`config.mk`:
```
export PLATFORM = sky130hd
export DESIGN_NAME = jk_cmd_sequencer
export DESIGN_NICKNAME = d
export VERILOG_FILES = /design/src/rtl/jk_cmd_sequencer_pkg.sv /design/src/rtl/jk_cmd_fifo.sv /design/src/rtl/jk_cmd_sequencer.sv
export SDC_FILE = /design/constraint.sdc
export NUM_CORES = 1
export LEC_CHECK = 0
export ABC_AREA = 0
export CAP_MARGIN = 30
export CORE_MARGIN = 2
export CORE_UTILIZATION = 35
export DETAILED_ROUTE_END_ITERATION = 16
export PLACE_DENSITY = 0.61
export RECOVER_POWER = 50
export SLEW_MARGIN = 20
export SYNTH_ARGS = -nofsm -noshare
export SYNTH_HDL_FRONTEND = slang
export SYNTH_SLANG_ARGS = --single-unit
```
`constraint.sdc`:
```
create_clock -name clk -period 4.5 [get_ports clk]
set_clock_uncertainty 0.1 [all_clocks]
set_input_delay 1.125 -clock clk [delete_from_list [all_inputs] [get_ports clk]]
set_output_delay 1.125 -clock clk [all_outputs]
set_load 0.05 [all_outputs]
```
`src/rtl/jk_cmd_sequencer_pkg.sv`:
```
// Shared definitions for the JK command sequencer: opcodes, FSM states and
// the JK next-state rule used by both the shadow model and the bench.
package jk_cmd_sequencer_pkg;

  localparam logic [1:0] OP_HOLD = 2'b00;
  localparam logic [1:0] OP_RST  = 2'b01;
  localparam logic [1:0] OP_SET  = 2'b10;
  localparam logic [1:0] OP_TGL  = 2'b11;

  typedef enum logic {
    ST_IDLE  = 1'b0,
    ST_DRIVE = 1'b1
  } state_t;

  function automatic logic jk_next(input logic q, input logic j, input logic k);
    case ({j, k})
      2'b01:   return 1'b0;
      2'b10:   return 1'b1;
      2'b11:   return ~q;
      default: return q;
    endcase
  endfunction

endpackage

```
`src/rtl/jk_cmd_fifo.sv`:
```
// Synchronous command FIFO; head data is valid whenever o_empty is low.
module jk_cmd_fifo #(
  parameter int DEPTH = 4,
  parameter int W     = 6
) (
  input  logic         clk,
  input  logic         rst,
  input  logic         i_push,
  input  logic [W-1:0] i_data,
  input  logic         i_pop,
  output logic         o_full,
  output logic         o_empty,
  output logic [W-1:0] o_head
);

  localparam int AW = $clog2(DEPTH);

  logic [W-1:0] r_mem [DEPTH];
  logic [AW:0]  r_wr_ptr;
  logic [AW:0]  r_rd_ptr;
  logic         w_do_push;
  logic         w_do_pop;

  // Extra pointer bit distinguishes full from empty when the indices match.
  assign o_empty   = (r_wr_ptr == r_rd_ptr);
  assign o_full    = (r_wr_ptr[AW] != r_rd_ptr[AW]) &&
                     (r_wr_ptr[AW-1:0] == r_rd_ptr[AW-1:0]);
  assign w_do_push = i_push && !o_full;
  assign w_do_pop  = i_pop && !o_empty;
  assign o_head    = r_mem[r_rd_ptr[AW-1:0]];

  // NOTE: sequential state uses non-blocking assignments so every flop samples pre-edge values.
  always_ff @(posedge clk) begin
    if (rst) begin
      r_wr_ptr <= '0;
      r_rd_ptr <= '0;
    end else begin
      if (w_do_push) r_wr_ptr <= r_wr_ptr + (AW+1)'(1);
      if (w_do_pop)  r_rd_ptr <= r_rd_ptr + (AW+1)'(1);
    end
  end

  // NOTE: storage is deliberately not reset; the pointers alone define which entries are valid.
  always_ff @(posedge clk) begin
    if (w_do_push) r_mem[r_wr_ptr[AW-1:0]] <= i_data;
  end

endmodule

```
`src/rtl/jk_cmd_sequencer.sv`:
```
// Drives registered J/K for queued {op,count} commands and checks the
// downstream flop's Q against a shadow model.
module jk_cmd_sequencer
  import jk_cmd_sequencer_pkg::*;
#(
  parameter int DEPTH = 4,
  parameter int CW    = 4
) (
  input  logic          clk,
  input  logic          rst,
  input  logic          cmd_valid,
  output logic          cmd_ready,
  input  logic [1:0]    cmd_op,
  input  logic [CW-1:0] cmd_count,
  output logic          j,
  output logic          k,
  input  logic          q_fb,
  output logic          busy,
  output logic          model_valid,
  output logic          mismatch,
  output logic [7:0]    mismatch_cnt
);

  localparam int FW = 2 + CW;

  logic          w_full;
  logic          w_empty;
  logic          w_push;
  logic          w_pop;
  logic [FW-1:0] w_head;
  logic [1:0]    w_head_op;
  logic [CW-1:0] w_head_cnt;

  state_t        r_state;
  state_t        w_state_nxt;
  logic [CW-1:0] r_rem;
  logic [CW-1:0] w_rem_nxt;
  logic [1:0]    r_jk;
  logic [1:0]    w_jk_nxt;

  logic          r_exp_q;
  logic          r_model_valid;
  logic          r_mismatch;
  logic [7:0]    r_mismatch_cnt;

  assign cmd_ready  = !w_full;
  assign w_push     = cmd_valid && !w_full;
  assign w_head_op  = w_head[FW-1 -: 2];
  assign w_head_cnt = w_head[CW-1:0];

  jk_cmd_fifo #(
    .DEPTH (DEPTH),
    .W     (FW)
  ) u_fifo (
    .clk     (clk),
    .rst     (rst),
    .i_push  (w_push),
    .i_data  ({cmd_op, cmd_count}),
    .i_pop   (w_pop),
    .o_full  (w_full),
    .o_empty (w_empty),
    .o_head  (w_head)
  );

  // NOTE: every always_comb output gets a default first so no path can infer a latch.
  always_comb begin
    w_state_nxt = r_state;
    w_rem_nxt   = r_rem;
    w_jk_nxt    = r_jk;
    w_pop       = 1'b0;
    case (r_state)
      ST_IDLE: begin
        if (!w_empty) begin
          w_pop = 1'b1;
          if (w_head_cnt != '0) begin
            w_jk_nxt    = w_head_op;
            w_rem_nxt   = w_head_cnt;
            w_state_nxt = ST_DRIVE;
          end
        end
      end
      ST_DRIVE: begin
        if (r_rem > CW'(1)) begin
          w_rem_nxt = r_rem - CW'(1);
        end else if (!w_empty && (w_head_cnt != '0)) begin
          // Chain the next command on the last cycle so no 00 bubble appears.
          w_pop     = 1'b1;
          w_jk_nxt  = w_head_op;
          w_rem_nxt = w_head_cnt;
        end else begin
          w_pop       = !w_empty;
          w_jk_nxt    = OP_HOLD;
          w_state_nxt = ST_IDLE;
        end
      end
      default: begin
        w_jk_nxt    = OP_HOLD;
        w_state_nxt = ST_IDLE;
      end
    endcase
  end

  always_ff @(posedge clk) begin
    if (rst) begin
      r_state <= ST_IDLE;
      r_rem   <= '0;
      r_jk    <= OP_HOLD;
    end else begin
      r_state <= w_state_nxt;
      r_rem   <= w_rem_nxt;
      r_jk    <= w_jk_nxt;
    end
  end

  // Shadow Q advances on the same edge the flop samples r_jk.
  always_ff @(posedge clk) begin
    if (rst) begin
      r_exp_q        <= 1'b0;
      r_model_valid  <= 1'b0;
      r_mismatch     <= 1'b0;
      r_mismatch_cnt <= '0;
    end else begin
      r_exp_q <= jk_next(r_exp_q, r_jk[1], r_jk[0]);
      if ((r_jk == OP_RST) || (r_jk == OP_SET)) r_model_valid <= 1'b1;
      if (r_model_valid && (q_fb != r_exp_q)) begin
        r_mismatch <= 1'b1;
        if (r_mismatch_cnt != 8'hFF) r_mismatch_cnt <= r_mismatch_cnt + 8'd1;
      end
    end
  end

  assign j            = r_jk[1];
  assign k            = r_jk[0];
  assign busy         = (r_state == ST_DRIVE) || !w_empty;
  assign model_valid  = r_model_valid;
  assign mismatch     = r_mismatch;
  assign mismatch_cnt = r_mismatch_cnt;

endmodule

```
==> impl_metrics.toml <==
[setup_path]
crit_path_end_kind = "output pin"
critPathRequiredTime_ps = 3270
critPathMaxStageDelay_ps = 710
cp_slowest_cell = "clkdlybuf4s50_1"
path_cells = "xor2_1 -> nor4_1 -> inv_1 -> clkdlybuf4s50_1"
crit_arrival_ps = 2120
cpLargestDelayFamily = "buffers and inverters"
critPathMaxFanout = 5
cp_num_buf_inv = 2
start_kind = "flip-flop"
worstSetupPathType = "flip-flop to output pin"

[sta]
tightest_slew_ps = 899
fmax_mhz = 299
slew_viol_final = 0
slew_headroom_pct = 39.6
setup_ws_ps = 1150
rsz0062_at_grt = "false"
fin_crit_sh_pct = 74.3
hold_violations = 0
setup_tns_ps = 0
setup_viol_count_final = 0
period_minus_slack_ps = 3350

[clock_network]
cts_root_buffer = "clkbuf_8"
clk-insertion-delay-late_ps = 300
postCtsResizedCells = 0
clkTransAtPathRegs_ps = 100
cts-htree-levels = 2
clock_path_buffers = 2
cts_hold_buf = 0
cts_made_buffers = 5
cts_tree = "yes"
cts.sinks = 50
cts_setup_buffers = 0

[route]
ant_nets = 0
routed_wl_um = 3980
initialDrtViolationCount = 61
wl_per_cell_um = 13.9
dr.pass1.iters = 4
via_per_inst = 5.15
drc_errors = 0
vias = 1479

[synthesis]
synth-edff-count = 24
synth_area_leaders = "edfxtp_1, dfxtp_1, ha_1"
synth.avg_cell_area_sq_um = 12.1
synth_common_cells = "dfxtp_1, edfxtp_1, a21oi_1"
ys_async_sr_fraction_pct = 0
yosys.cell_count.top_type = "dfxtp_1"
netlist_area_sq_um = 2220
synth_nets = 205
seq_area_frac_synth_pct = 55.8
synth-seq-cells = 50
syn_inst = 184
synth.distinct_cells = 33
synth_top_cell_area_share_pct = 32.4
yosysTopAreaCell = "edfxtp_1"
yosys_warnings = 0
synth_flop_cell = "dfxtp_1"

[placement]
dpl.hpwl_um = 2710
portBuffers = 23
gp_congestion = 0.760
dp_slack_ps = 1390

[global_route]
grt_pass1_vias = 1468
met3_usage_pct = 3.36
grt_overflow = 0
grt_usage_pct = 12.1
met1_usage_pct = 16.2
grt_pass1_wl_um = 6760
antenna_found_initial = 0
grt_max_degree = 26
use_met2_pct = 19.3
grt-busiest-layer = "met2"

[die]
dieHeight_um = 83.7
core_sq_um = 6240
initial_utilization_pct = 35.6
rows = 29
dieArea_sq_um = 7010
io-pin-count = 24
dieWidth_um = 83.7

[pwr]
switchingPower_mw = 0.543
power.internal_mw = 0.866
p_seq_share_pct = 44.1
p_clk_share_pct = 19.6
p_leak_nw = 0.896
ir_drop_v = 0.000387
p_per_area_nw_per_um2 = 538
sw_frac_of_total_pct = 38.5
pwr-share-comb_pct = 36.4

[layout]
drive_gt1_share_pct = 6.19
fin_nets = 230
area_growth_pct = 17.8
antenna_cells = 0

[run]
max-cap-violations = 0

[min_path]
holdCritPathClass = "flip-flop to flip-flop"

[run_status]
status = "completed"
==> cell families after synthesis <==
kind of cell	share of synthesized area (%)
flip-flops	55.8
AO/OA/AOI/OAI	13.0
AND/OR/NAND/NOR	10.8
buffers and inverters	3.54
adder cells (fa/ha/maj)	6.19
XOR/XNOR	3.15
multiplexers	7.48
==> layout make-up <==
class | instances | area, sq um
Fill cell | 596 | 3620
Sequential cell | 50 | 1240
Multi-Input combinational cell | 115 | 901
Timing Repair Buffer | 25 | 241
Tap cell | 77 | 96.3
Clock buffer | 5 | 68.8
Inverter | 12 | 45.0
Clock inverter | 3 | 26.3
==> per-layer routing <==
layer,wire length [um],share of wire [%]
met1,1960,49
met2,1850,47
met3,126,3.2
met4,40,1.0
met5,0,0
==> worst register-to-register path, stage by stage (launching register included) <==
cell and delay (ps):
dfxtp_1 550, mux4_2 590, or4_1 640, or3_1 340, a31oi_1 150
==> registers in the layout (all words and copies together) (netlist names), named ones only <==
| signal | count |
|---|---|
| r_rem | 4 |
| u_fifo.r_mem | 24 |
| model_valid | 1 |
| u_fifo.r_rd_ptr | 3 |
| u_fifo.r_wr_ptr | 3 |
| mismatch_cnt | 8 |
| mismatch | 1 |
| r_exp_q | 1 |
| r_state | 1 |
| r_jk | 2 |
==> stage by stage <==
step / cell area (sq um) / instances / hold slack [ps] / power [mW] / utilization, %
2_1_floorplan: 2220 / 184 / 378 / 1.01 / -
3_3_place_gp: 2520 / 277 / 347 / 1.14 / 40.3
3_5_place_dp: 2520 / 277 / 369 / 1.15 / 40.3
4_1_cts: 2610 / 285 / 393 / 1.43 / 41.9
5_1_grt: 2620 / 287 / 427 / 1.51 / 42.0
6_report: 2620 / 287 / 395 / 1.41 / 42.0
==> power groups by stage <==
| stage | clock (mW) | combinational, mW | sequential, mW |
|---|---|---|---|
| CTS | 0.286 | 0.515 | 0.623 |
| detailed placement | 0 | 0.512 | 0.635 |
| global route | 0.304 | 0.573 | 0.638 |
| floorplan | 0 | 0.338 | 0.676 |
| finish | 0.276 | 0.512 | 0.621 |
| global placement | 0 | 0.507 | 0.632 |
==> cells in the final DEF (no fill, tap or decap), types with 7 or more instances in the layout <==
master            n
ha_1             11
inv_1            12
or3_1             7
edfxtp_1         24
o21ai_0           7
a21oi_1          16
clkdlybuf4s50_1  15
o31ai_1           8
dlygate4sd3_1     8
nor2_1           10
dfxtp_1          26
==> worst paths after layout <==
check | startpoint | to | slack (ps) | cells past startpoint
worst max-delay path | u_fifo.r_wr_ptr[0] | busy | 1150 | 4
worst min-delay path | mismatch | mismatch | 390 | 2
worst max register to register | flip-flop | r_jk[1] | 2060 | 4
worst min register to register | mismatch | mismatch | 390 | 2
Power figures use the tool's default switching activity.
